==> src/rtl/digit_loader_6_4b.sv <==
// rtl/digit_loader_6_4b.sv - six-slot BCD digit loader with range check and atomic commit
module digit_loader_6_4b #(
    parameter int NSLOT = 6,
    parameter int DW    = 4
) (
    input  logic          i_clk,
    input  logic          i_rst_n,
    input  logic          i_start,
    input  logic          i_valid,
    input  logic [DW-1:0] i_digit,
    output logic          o_ready,
    output logic [2:0]    o_ptr,
    output logic          o_busy,
    output logic          o_done,
    output logic          o_err,
    output logic [DW-1:0] o_out0,
    output logic [DW-1:0] o_out1,
    output logic [DW-1:0] o_out2,
    output logic [DW-1:0] o_out3,
    output logic [DW-1:0] o_out4,
    output logic [DW-1:0] o_out5
);

    localparam logic [1:0] S_IDLE   = 2'd0;
    localparam logic [1:0] S_LOAD   = 2'd1;
    localparam logic [1:0] S_COMMIT = 2'd2;

    localparam logic [2:0] LAST_SLOT = 3'(NSLOT - 1);

    logic [1:0]    r_state;
    logic [2:0]    r_ptr;
    logic          r_done;
    logic          r_err;
    logic [DW-1:0] r_shadow [0:NSLOT-1];
    logic [DW-1:0] r_out    [0:NSLOT-1];

    logic w_xfer;
    logic w_legal;

    assign w_xfer = i_valid && (r_state == S_LOAD);

    // Hours-units limit depends on the hours-tens digit already staged.
    always_comb begin
        w_legal = 1'b0;
        case (r_ptr)
            3'd0:       w_legal = (i_digit <= 4'd2);
            3'd1:       w_legal = (r_shadow[0] == 4'd2) ? (i_digit <= 4'd3) : (i_digit <= 4'd9);
            3'd2, 3'd4: w_legal = (i_digit <= 4'd5);
            3'd3, 3'd5: w_legal = (i_digit <= 4'd9);
            default:    w_legal = 1'b0;
        endcase
    end

    always_ff @(posedge i_clk or negedge i_rst_n) begin
        if (!i_rst_n) begin
            r_state <= S_IDLE;
            r_ptr   <= 3'd0;
            r_done  <= 1'b0;
            r_err   <= 1'b0;
            for (int i = 0; i < NSLOT; i++) begin
                r_shadow[i] <= '0;
                r_out[i]    <= '0;
            end
        end else begin
            r_done <= 1'b0;
            case (r_state)
                S_IDLE: begin
                    if (i_start) begin
                        r_state <= S_LOAD;
                        r_ptr   <= 3'd0;
                        r_err   <= 1'b0;
                    end
                end
                S_LOAD: begin
                    // Restart wins over a same-cycle transfer; that digit is dropped.
                    if (i_start) begin
                        r_ptr <= 3'd0;
                    end else if (w_xfer) begin
                        if (w_legal) begin
                            r_shadow[r_ptr] <= i_digit;
                            if (r_ptr == LAST_SLOT) begin
                                r_state <= S_COMMIT;
                            end else begin
                                r_ptr <= r_ptr + 3'd1;
                            end
                        end else begin
                            r_err   <= 1'b1;
                            r_ptr   <= 3'd0;
                            r_state <= S_IDLE;
                        end
                    end
                end
                S_COMMIT: begin
                    for (int i = 0; i < NSLOT; i++) begin
                        r_out[i] <= r_shadow[i];
                    end
                    r_done  <= 1'b1;
                    r_ptr   <= 3'd0;
                    r_state <= S_IDLE;
                end
                default: begin
                    r_state <= S_IDLE;
                    r_ptr   <= 3'd0;
                end
            endcase
        end
    end

    assign o_ready = (r_state == S_LOAD);
    assign o_busy  = (r_state != S_IDLE);
    assign o_ptr   = r_ptr;
    assign o_done  = r_done;
    assign o_err   = r_err;
    assign o_out0  = r_out[0];
    assign o_out1  = r_out[1];
    assign o_out2  = r_out[2];
    assign o_out3  = r_out[3];
    assign o_out4  = r_out[4];
    assign o_out5  = r_out[5];

endmodule

==> config.mk <==
export PLATFORM = sky130hd
export DESIGN_NAME = digit_loader_6_4b
export DESIGN_NICKNAME = d
export VERILOG_FILES = /design/src/rtl/digit_loader_6_4b.sv
export SDC_FILE = /design/constraint.sdc
export NUM_CORES = 1
export LEC_CHECK = 0
export BUFFER_PORTS_ARGS = -buffer_cell sky130_fd_sc_hd__clkbuf_2
export CORE_ASPECT_RATIO = 1.5
export CORE_MARGIN = 8
export CORE_UTILIZATION = 45
export CTS_CLUSTER_SIZE = 10
export DETAILED_ROUTE_END_ITERATION = 8
export PLACE_DENSITY = 0.77
export SETUP_SLACK_MARGIN = 0.4
export SLEW_MARGIN = 40
export SYNTH_ARGS = -nofsm -noshare
export SYNTH_HDL_FRONTEND = slang
export SYNTH_SLANG_ARGS = --single-unit
export TNS_END_PERCENT = 1
==> constraint.sdc <==
create_clock -name i_clk -period 2.25 [get_ports i_clk]
set_input_delay 0.1125 -clock i_clk [delete_from_list [all_inputs] [get_ports i_clk]]
set_output_delay 0.1125 -clock i_clk [all_outputs]
set_load 0.01 [all_outputs]
Word level (Yosys, flattened, before mapping) --
Index checks and enable logic that the tools add are counted.
Storage, ports and cells: input port bits 8, bits in latches 0, flip-flop bits (word level) 55, memories kept 0, ROM bits 0, bits in writable memories 0
Operators by class: order comparisons 6, shift operators 0, add/sub/neg operators 1, divide/modulo/power cells 0, bitwise gates (word level) 2, reductions and logical operators 12, $mul 0, equality and inequality tests 15, mux-type cells 23
Operators by type and width (number):
- $bwmux 24 | 1
- $mux 3 | 5
- $demux 4 s3 | 1
- $mux 2 | 5
- $le 4x2->1 const B | 2
- $reduce_and 4->1 | 2
- $eq 3x2->1 const B | 2
- $eq 3x3->1 const B | 2
- $mux 1 | 6
- $ne 2x2->1 const B | 3
- $ne 3x2->1 const B | 2
- $pmux 3 s2 | 1
- $reduce_and 5->1 | 1
- $eq 4x2->1 const B | 1
- $ge 4x4->1 const B | 1
- $le 4x3->1 const B | 1
- $le 4x4->1 const B | 1
- $lt 4x1->1 const B | 1
- $mux 4 | 1
- $ne 4x4->1 const B | 1
- $not 3->4 | 1
- $pmux 1 s4 | 1
- $pmux 2 s2 | 1
- $reduce_bool 2->1 | 2
- other kinds (12) | 14

Logic depth before layout (Yosys ltp) --
Gate-level depths: netlist (run 1).
depth in word-level cells 7, depth in mapped cells 8, mapped depth without buffers 7

Worst setup path after synthesis (run 1) --
No wires, ideal clock.
path kind reg-to-reg, start reg r_ptr[1] (netlist: o_ptr[1]), end reg r_shadow[12] in the netlist's numbering, setup slack -0.016 ns, required time 2.122 ns, period minus slack after synthesis 2.266 ns, cell stages (with the launch flop) 9, arrival 2.138 ns, library setup time 0.128 ns, cell sequence dfrtp_1 > inv_1 > ha_1 > and3b_1 > o32a_1 > o22ai_2 > buf_6 > nand4_4 > mux2_1
Between the ends: longest elaborated chain between the ends 6
Ends and longest elaborated chain:
- start: declaration | line 31 | logic [2:0] r_ptr;
- start signal: assignment | line 84 | r_ptr <= r_ptr + 3'd1;
- $not 3->4 (not written as such) | line 80 | r_shadow[r_ptr] <= i_digit;
- $ge 4x4->1 (not written as such) / $lt 4x1->1 (equally long branches) | line 80
- $logic_and 1x1->1 (not written as such) | line 80
- $mux 4 (not written as such) | line 80
- $demux 4 s3 | line 80
- $bwmux 24 | line 80
- end signal: indexed assignment | line 80
- end: declaration | line 34 | logic [DW-1:0] r_shadow [0:NSLOT-1];
Several ways; a longest one is shown, not always the timed one. A chain may end at the register's enable or synchronous reset.

Worst setup path in the final report (run 1) --
start reg r_ptr[1] (netlist: o_ptr[1]), end reg r_shadow[0] in the netlist's numbering
Same word-level chain as after synthesis.

==> impl_metrics.json, run 1 <==
{
  "status": "complete, no violations",
  "hp-class": "input pin to register",
  "yosysSeqAreaShare": 0.567,
  "drt_iter0_drc": 106,
  "required_ps": 2450,
  "synth_area_leader_cell": "dfrtp_1",
  "relSlewSlack": 0.547,
  "track_usage": 0.122,
  "worstMarginPinSlew_ps": 680,
  "drv_slew": 0,
  "synthTopCellsByArea": "dfrtp_1 (57%), mux2_2 (13%), mux2_1 (5.6%), mux2_4 (4.9%), nand3_4 (2.9%)",
  "tns_ps": 0,
  "synth_edf_count": 0,
  "powerDensity_nw_per_um2": 619,
  "finalSetupViolCount": 0,
  "irDropWorstVdd_mv": 0.452,
  "nNetsFinal": 234,
  "cellLeakagePower_uw": 0.00155,
  "overflow": 0,
  "ys_types": 37,
  "insertion_delay_ps": 310,
  "antenna_found_initial": 0,
  "cp_slowest_stage_delay_ps": 440,
  "die_x_um": 76.0,
  "ctsHtreeMaxLevel": 2,
  "crit_arrival_ps": 2230,
  "stdcell_count": 293,
  "totalWireLength_mm": 4.67,
  "cp-start-kind": "register",
  "nFillCells": 428,
  "ys_ff_latch": 55,
  "start_util": 0.456,
  "crit_buf_inv": 2,
  "startpoint": "o_ptr[1]",
  "grt_pass1_wl_mm": 7.91,
  "route.detailed.drc": 0,
  "grt_max_degree": 56,
  "layout_worst_path_cycle_share": 0.903,
  "path_max_fanout": 6,
  "yosys-top-cells-count": "dfrtp_1 (55), mux2_2 (28), mux2_1 (12)",
  "drive_above_1_share": 0.529,
  "synth_fp_nets": 178,
  "rrSetupSlack_ps": 220,
  "rsz0062_at_grt": "true",
  "path_delay_family": "flip-flops",
  "path_cells": "buf_4 -> ha_1 -> and2b_1 -> o21ai_1 -> o22ai_2 -> buf_6 -> nand3_4 -> mux2_1",
  "vias": 1511,
  "finalWorstSetupSlack_ps": 218,
  "multi_input_area_sq_um": 1040,
  "r2r-start": "o_ptr[1]",
  "synth_cells": 166,
  "synth_area_sq_um": 2430,
  "die_h_um": 106,
  "synth_top_cell_area_share": 0.567,
  "clock_skew_ps": 5.01,
  "viasPerCell": 5.16,
  "intPower_uw": 1360,
  "ys_async_sr_fraction": 1.00,
  "placed_cells": 274,
  "clock-sinks": 55,
  "root_buffer": "clkbuf_8",
  "p_sw_uw": 468,
  "post-place-ws_ps": 131,
  "ys.flop_type": "dfrtp_1",
  "place.gp.congestion": 0.823,
  "cp_slowest_cell": "dfrtp_2",
  "synth.avg_cell_area_sq_um": 14.6,
  "holdWs_ps": 73.0,
  "clockBufferDepth": 2,
  "max_freq_mhz": 492,
  "place_hpwl_mm": 3.28,
  "die_area_sq_um": 8050,
  "post-route-util": 0.554,
  "grt_pass1_vias": 1534,
  "seqCellArea_sq_um": 1380,
  "yosys_warnings": 0,
  "cp-end-kind": "register",
  "p_sw_frac": 0.256,
  "clk_pin_slew_ps": 90,
  "drv_cap": 0,
  "area_growth_pct": 21.5,
  "cts_made_buffers": 5,
  "postRouteAntennaNets": 0,
  "cts_tree": "done",
  "port_buffers": 38,
  "yosysMostFrequentCell": "dfrtp_1",
  "critical_path_class": "register to register",
  "wl_per_cell_um": 15.9,
  "hold_violations": 0,
  "core_area_sq_um": 5330,
  "seqPwrFrac": 0.585,
  "drt_pass1_iterations": 6,
  "diodes": 0,
  "io_pins": 39,
  "comb_power_share": 0.112,
  "num_rows": 33,
  "period_needed_ps": 2030,
  "power_frac_clock": 0.303,
  "hp-start": "i_start"
}
==> logic make-up (layout without fill, tap and decap cells) <==
| family | after synthesis | in the layout | synth area share |
|---|---|---|---|
| AO/OA/AOI/OAI | 11 | 11 | 0.0330 |
| adder cells (fa/ha/maj) | 4 | 4 | 0.0206 |
| buffers and inverters | 10 | 67 | 0.0258 |
| flip-flops | 55 | 55 | 0.567 |
| multiplexers | 49 | 49 | 0.239 |
| AND/OR/NAND/NOR | 37 | 37 | 0.114 |
==> cells in the final DEF (no fill, tap or decap), types with 2 or more instances in the layout <==
master,Yosys,layout
dfrtp_1,55,53
clkbuf_2,0,38
mux2_2,28,27
mux2_4,8,13
buf_4,0,13
mux2_1,12,8
nand2_1,8,8
clkbuf_8,1,5
nor2_1,4,4
nand3_4,4,4
o21ai_0,4,3
nand3_1,3,3
buf_6,2,3
inv_4,0,2
inv_1,4,2
nor4b_1,2,2
and4_1,2,2
nand4_1,2,2
a21oi_1,2,2
ha_4,0,2
ha_1,4,2
clkinv_4,0,2
dfrtp_2,0,2
==> through the flow <==
stage                     area (sq um)  power (uW)
after floorplan                   2440        1190
after global placement            2720        1260
after detailed placement          2720        1260
after CTS                         2940        1840
after global routing              2950        1900
final                             2950        1820
==> what timing repair did <==
item / 4_1_cts / 5_1_grt
setup endpoints to repair: 29 / 29
gates resized for setup: 15 / 1
hold endpoints to repair: 55 / 0
pin swaps: 3 / 1
setup buffers: 10 / 0
hold buffers: 1 / 0
==> routing by layer <==
layer | GRT usage | part of all wire | up-vias
li1 | - | - | 712
met1 | 0.127 | 0.40 | 768
met2 | 0.224 | 0.55 | 24
met3 | 0.0270 | 0.030 | 7
met4 | 0.0634 | 0.021 | 0
met5 | 0 | 0 | -
==> power by group through the flow <==
stage | clock, uW | sequential, uW | combinational, uW
after floorplan | 0 | 1080 | 110
after global placement | 0 | 1080 | 173
after detailed placement | 0 | 1090 | 177
after CTS | 566 | 1070 | 204
after global routing | 604 | 1070 | 224
final | 554 | 1070 | 204
==> area by class of cell <==
cell class / instances / area share
Sequential cell: 55 / 0.468
Multi-Input combinational cell: 101 / 0.352
Timing Repair Buffer: 55 / 0.112
Tap cell: 70 / 0.0297
Clock buffer: 5 / 0.0233
Clock inverter: 3 / 0.00849
Inverter: 4 / 0.00679
==> worst reg2reg max path: stages (launching register included) <==
cell	delay, ps
dfrtp_2	440
buf_4	170
ha_1	250
and2b_1	180
o21ai_1	170
o22ai_2	130
buf_6	160
nand3_4	90
mux2_1	330
==> path summary, 6_finish.rpt <==
| check | cells after the start | endpoint |
|---|---|---|
| worst max register to register | 8 | r_shadow[0] |
| min in group asynchronous | 3 | o_out0[3] |
| max in group asynchronous | 3 | o_ptr[0] |
| worst min register to register | 1 | r_shadow[7] |
| worst max-delay path | 8 | r_shadow[0] |
| worst min-delay path | 3 | r_state[0] |
==> flip-flops by register name, summed over array words and instances, names as in the netlist <==
name      flops
o_done        1
o_out1        4
o_out2        4
o_out4        4
o_out5        4
r_state       2
o_out0        4
r_shadow     24
o_out3        4
o_err         1
o_ptr         3
Power figures use the tool's default switching activity.
==> run 2, diff against run 1 <==
Settings changed: ABC_AREA from default to 1, SETUP_SLACK_MARGIN 0.4 to 0.2.
==> impl_metrics.json, run 2 <==
{
  "clock-sinks": 55,
  "viasPerCell": 4.86,
  "place.gp.congestion": 0.875,
  "route.detailed.drc": 0,
  "nFillCells": 528,
  "synth_top_cell_area_share": 0.546,
  "p_sw_uw": 669,
  "seqPwrFrac": 0.525,
  "totalWireLength_mm": 4.84,
  "clk_pin_slew_ps": 100,
  "grt_pass1_vias": 1923,
  "cts_tree": "done",
  "required_ps": 2430,
  "period_needed_ps": 1840,
  "largest_reg_flops": 24,
  "wl_per_cell_um": 12.4,
  "synth_cells": 274,
  "hold_violations": 0,
  "overflow": 0,
  "die_h_um": 108,
  "comb_power_share": 0.209,
  "critical_path_class": "register to register",
  "worstMarginPinSlew_ps": 383,
  "irDropWorstVdd_mv": 0.559,
  "clock_skew_ps": 5.52,
  "synth.avg_cell_area_sq_um": 9.19,
  "start_util": 0.462,
  "layout_common_cells": "nand2_1 (118), dfrtp_1 (55), clkbuf_2 (38)",
  "place_hpwl_mm": 3.76,
  "crit_arrival_ps": 2020,
  "layout_worst_path_cycle_share": 0.816,
  "drt_iter0_drc": 89,
  "ys_types": 26,
  "insertion_delay_ps": 310,
  "grt_pass1_wl_mm": 8.58,
  "io_pins": 39,
  "vias": 1890,
  "ctsHtreeMaxLevel": 2,
  "cp-end-kind": "register",
  "ys.flop_type": "dfrtp_1",
  "synth_area_sq_um": 2520,
  "port_buffers": 38,
  "nNetsFinal": 330,
  "cp-start-kind": "register",
  "area_growth_pct": 15.2,
  "synth_area_leader_cell": "dfrtp_1",
  "num_rows": 33,
  "yosys_warnings": 0,
  "root_buffer": "clkbuf_8",
  "postRouteAntennaNets": 0,
  "yosys-top-cells-count": "nand2_1 (118), dfrtp_1 (55), o21ai_1 (27)",
  "powerDensity_nw_per_um2": 729,
  "cts_made_buffers": 5,
  "final_common_cell": "nand2_1",
  "path_max_fanout": 10,
  "cellLeakagePower_uw": 0.00157,
  "drv_cap": 0,
  "p_sw_frac": 0.317,
  "regMostFlops": "r_shadow",
  "relSlewSlack": 0.744,
  "post-route-util": 0.532,
  "rrSetupSlack_ps": 410,
  "track_usage": 0.126,
  "power_frac_clock": 0.267,
  "ys_ff_latch": 55,
  "drt_pass1_iterations": 4,
  "clockBufferDepth": 2,
  "synth_edf_count": 0,
  "max_freq_mhz": 545,
  "status": "complete, no violations",
  "total_power_uw": 2110,
  "tns_ps": 0,
  "grt_max_degree": 28,
  "intPower_uw": 1440,
  "synth_fp_nets": 286,
  "rsz0062_at_grt": "false",
  "diodes": 0,
  "post-place-ws_ps": 462,
  "die_area_sq_um": 8300,
  "synthTopCellsByArea": "dfrtp_1 (55%), nand2_1 (18%), o21ai_1 (5.4%), nand4_4 (5.1%), ha_1 (2.0%)",
  "antenna_found_initial": 0,
  "ys_async_sr_fraction": 1.00,
  "die_x_um": 77.1,
  "finalSetupViolCount": 0,
  "yosysSeqAreaShare": 0.546,
  "hp-class": "input pin to register",
  "core_area_sq_um": 5450,
  "drive_above_1_share": 0.245,
  "finalWorstSetupSlack_ps": 414,
  "drv_slew": 0,
  "yosysMostFrequentCell": "nand2_1"
}
-- run 2: changes by cell type in the layout (fill, tap and decap cells not counted), sizes merged, moves of 2 or more --
cell and change:
inv +15, nor2 +12, and4 -2, and2 -2, nand2 +117, o21ai +24, nor4b -2, nand4 +7
mux2 -48, buf -13
-- run 2: power by group through the flow --
| stage | clock [uW] | combinational, uW | sequential (uW) |
|---|---|---|---|
| floorplan | 0 | 325 | 1120 |
| global placement | 0 | 435 | 1130 |
| detailed placement | 0 | 445 | 1130 |
| CTS | 581 | 447 | 1110 |
| global route | 626 | 487 | 1120 |
| finish | 563 | 441 | 1110 |
-- run 2: through the flow --
stage          area [sq um]  cells  hold WS (ps)
4_1_cts                2900    389           152
3_5_place_dp           2790    380         -33.6
5_1_grt                2900    389           169
3_3_place_gp           2790    380         -40.5
6_report               2900    389           147
2_1_floorplan          2520    274          -183
-- run 2: layer usage --
metal  part of all wire  global-route usage  wire length [um]
met1               0.41               0.132              2000
met2               0.51               0.223              2480
met3              0.040              0.0326               194
met4              0.035              0.0759               171
met5                  0                   0                 0
-- run 2: final timing paths --
check                                start           end  cells after the start
min in group asynchronous          i_rst_n  r_shadow[23]                      2
worst max register to register    o_ptr[0]   r_shadow[4]                     11
max in group asynchronous          i_rst_n  r_shadow[15]                      3
worst max-delay path              o_ptr[0]   r_shadow[4]                     11
worst min-delay path            i_digit[3]   r_shadow[7]                      3
worst min register to register   o_out5[3]     o_out5[3]                      2
-- run 2: critical path, cell delays in order (launching register included) --
cell     delay (ps)
dfrtp_1         480
inv_1           190
ha_1            200
inv_1            40
nand2_1          70
nand3_2          90
nand2_2          90
nand2_4          80
nand2_8         140
nand4_4         150
nand2_1         110
o21ai_1          70
-- run 2: cell type report --
type	count	area, sq um	share of cell area
repair buffers	42	223	0.0768
multi-input cells	194	1020	0.353
clock inverters	3	28.8	0.00992
well taps	70	87.6	0.0302
clock buffers	5	68.8	0.0237
flip-flops and latches	55	1380	0.475
inverters	20	91.3	0.0315
-- run 2: cells by family (layout without fill, tap and decap cells) --
kind of cell,count (synthesis),count (layout),share of synthesized area
and+or+nand+nor,157,157,0.319
DFF,55,55,0.546
AOI/OAI and AO/OA,32,32,0.0641
buffers and inverters,25,70,0.0467
adders and majority gates,4,4,0.0199
xor gates and xnor gates,1,1,0.00348
-- run 2: repair_timing --
item,CTS,global route
endpoints found under the hold margin,55,0
gates resized for setup,0,0
buffers inserted,0,0
endpoints found under the setup margin,0,0
hold buffers,1,0
==> run 3, diff against run 2 <==
Clock period 2.25 ns to 1.57 ns, I/O delays scaled along.
==> impl_metrics.json, run 3 (synthesized netlist as in run 2, its figures left out) <==
{
  "power_frac_clock": 0.282,
  "cts_tree": "done",
  "powerDensity_nw_per_um2": 1040,
  "clk_pin_slew_ps": 90,
  "totalWireLength_mm": 5.28,
  "port_buffers": 38,
  "largest_reg_flops": 24,
  "max_freq_mhz": 609,
  "drv_slew": 0,
  "cellLeakagePower_uw": 0.00165,
  "finalWorstSetupSlack_ps": -72.1,
  "drv_cap": 0,
  "final_common_cell": "nand2_1",
  "die_h_um": 108,
  "post-route-util": 0.572,
  "diodes": 0,
  "route.detailed.drc": 0,
  "insertion_delay_ps": 310,
  "period_needed_ps": 1640,
  "die_x_um": 77.1,
  "tns_ps": -409,
  "grt_pass1_wl_mm": 8.91,
  "p_sw_uw": 975,
  "num_rows": 33,
  "wl_per_cell_um": 13.2,
  "track_usage": 0.131,
  "hold_violations": 0,
  "required_ps": 1760,
  "intPower_uw": 2260,
  "cts_made_buffers": 5,
  "violations": "negative setup slack",
  "die_area_sq_um": 8300,
  "cp_slowest_stage_delay_ps": 470,
  "io_pins": 39,
  "cpMostUsedCell": "nand2_2",
  "path_cells": "inv_4 -> ha_4 -> inv_4 -> nand2_2 -> nand3_2 -> nand2_2 -> nand2_4 -> nand2_8 -> nand4_4 -> nand2_2 -> o21ai_2",
  "final_area_sq_um": 3120,
  "seqPwrFrac": 0.494,
  "worstMarginPinSlew_ps": 399,
  "start_util": 0.462,
  "status": "finished with violations",
  "irDropWorstVdd_mv": 0.589,
  "place_hpwl_mm": 3.87,
  "ctsHtreeMaxLevel": 2,
  "viasPerCell": 5.00,
  "finalSetupViolCount": 20,
  "rsz0062_at_grt": "true",
  "clock-sinks": 55,
  "relSlewSlack": 0.733,
  "overflow": 0,
  "core_area_sq_um": 5450,
  "area_growth_pct": 23.7,
  "drt_iter0_drc": 171,
  "nNetsFinal": 342,
  "cp_slowest_cell": "dfrtp_2",
  "comb_power_share": 0.224,
  "critical_path_class": "register to register",
  "antenna_found_initial": 0,
  "nFillCells": 519,
  "postRouteAntennaNets": 0,
  "regMostFlops": "r_shadow",
  "grt_max_degree": 56,
  "vias": 1999,
  "cp-end-kind": "register",
  "hp-class": "input pin to register",
  "path_max_fanout": 8,
  "drive_above_1_share": 0.324,
  "cp-start-kind": "register",
  "clock_skew_ps": 8.36,
  "clockBufferDepth": 2,
  "placed_cells": 387,
  "p_sw_frac": 0.302,
  "drt_pass1_iterations": 4,
  "grt_pass1_vias": 2014,
  "layout_worst_path_cycle_share": 1.05,
  "stdcell_count": 400,
  "root_buffer": "clkbuf_8",
  "crit_arrival_ps": 1830,
  "place.gp.congestion": 0.870,
  "total_power_uw": 3230,
  "layout_common_cells": "nand2_1 (111), dfrtp_1 (53), clkbuf_2 (38)",
  "post_dp_cell_area_sq_um": 2900
}
==> run 3: cell count changes in the layout (fill, tap and decap cells not counted), moves of 2 or more <==
| cell | delta |
|---|---|
| buf_4 | +8 |
| nand2_1 | -7 |
| nand2_2 | +7 |
| ha_1 | -3 |
| ha_4 | +3 |
| inv_4 | +3 |
| a21oi_1 | -2 |
| a21oi_2 | +2 |
| buf_12 | +2 |
| clkinv_4 | -2 |
| dfrtp_1 | -2 |
| dfrtp_2 | +2 |
| inv_1 | -2 |
==> run 3: worst max-delay path: cells and delay by family (launching register included) <==
family          cells  cell delay (ps)
flops               1              470
buf+inv             2              130
simple gates        7              730
fa+ha+maj           1              150
compound gates      1               50
==> run 3: per-stage QoR <==
stage          hold WS, ps  setup slack, ps
2_1_floorplan         -217             36.0
3_3_place_gp          96.3             8.07
3_5_place_dp           101            -31.2
4_1_cts                115            -35.2
5_1_grt                116             -164
6_report               111            -72.1
==> run 3: final cells by class <==
class                           instances  area [sq um]  share of cell area
Inverter                               20          98.8              0.0317
Timing Repair Buffer                   53           334               0.107
Sequential cell                        55          1380               0.443
Tap cell                               70          87.6              0.0281
Multi-Input combinational cell        195          1110               0.356
Clock inverter                          2          37.5              0.0120
Clock buffer                            5          68.8              0.0221
==> run 3: power groups by stage <==
stage	clock network [uW]	logic, uW	registers, uW
6_report	911	723	1600
5_1_grt	972	792	1610
4_1_cts	930	708	1590
3_5_place_dp	0	689	1620
3_3_place_gp	0	673	1620
2_1_floorplan	0	477	1620
==> run 3: final timing paths <==
check | from | endpoint | slack [ps] | cells after the start
worst max-delay path | o_ptr[0] | r_shadow[13] | -70 | 11
worst min-delay path | i_digit[3] | r_shadow[3] | 110 | 3
worst max register to register | o_ptr[0] | r_shadow[13] | -70 | 11
worst min register to register | o_out3[3] | o_out3[3] | 480 | 2
max in group asynchronous | i_rst_n | o_ptr[0] | 1020 | 3
min in group asynchronous | i_rst_n | o_ptr[2] | 280 | 3
==> run 3: per-layer routing <==
layer | GRT usage | vias to the layer above | share of wire
met1 | 0.127 | 979 | 0.36
met5 | 0 | - | 0
met4 | 0.0583 | 0 | 0.017
met2 | 0.255 | 32 | 0.58
met3 | 0.0301 | 7 | 0.038
li1 | - | 981 | -
==> run 3: what timing repair did <==
item | 4_1_cts | 5_1_grt
pin swaps | 5 | 9
setup buffers | 1 | 3
gates resized for setup | 2 | 11
hold buffers | 1 | 0
setup endpoints to repair | 31 | 31
cloned | 1 | 0
hold endpoints to repair | 55 | 0
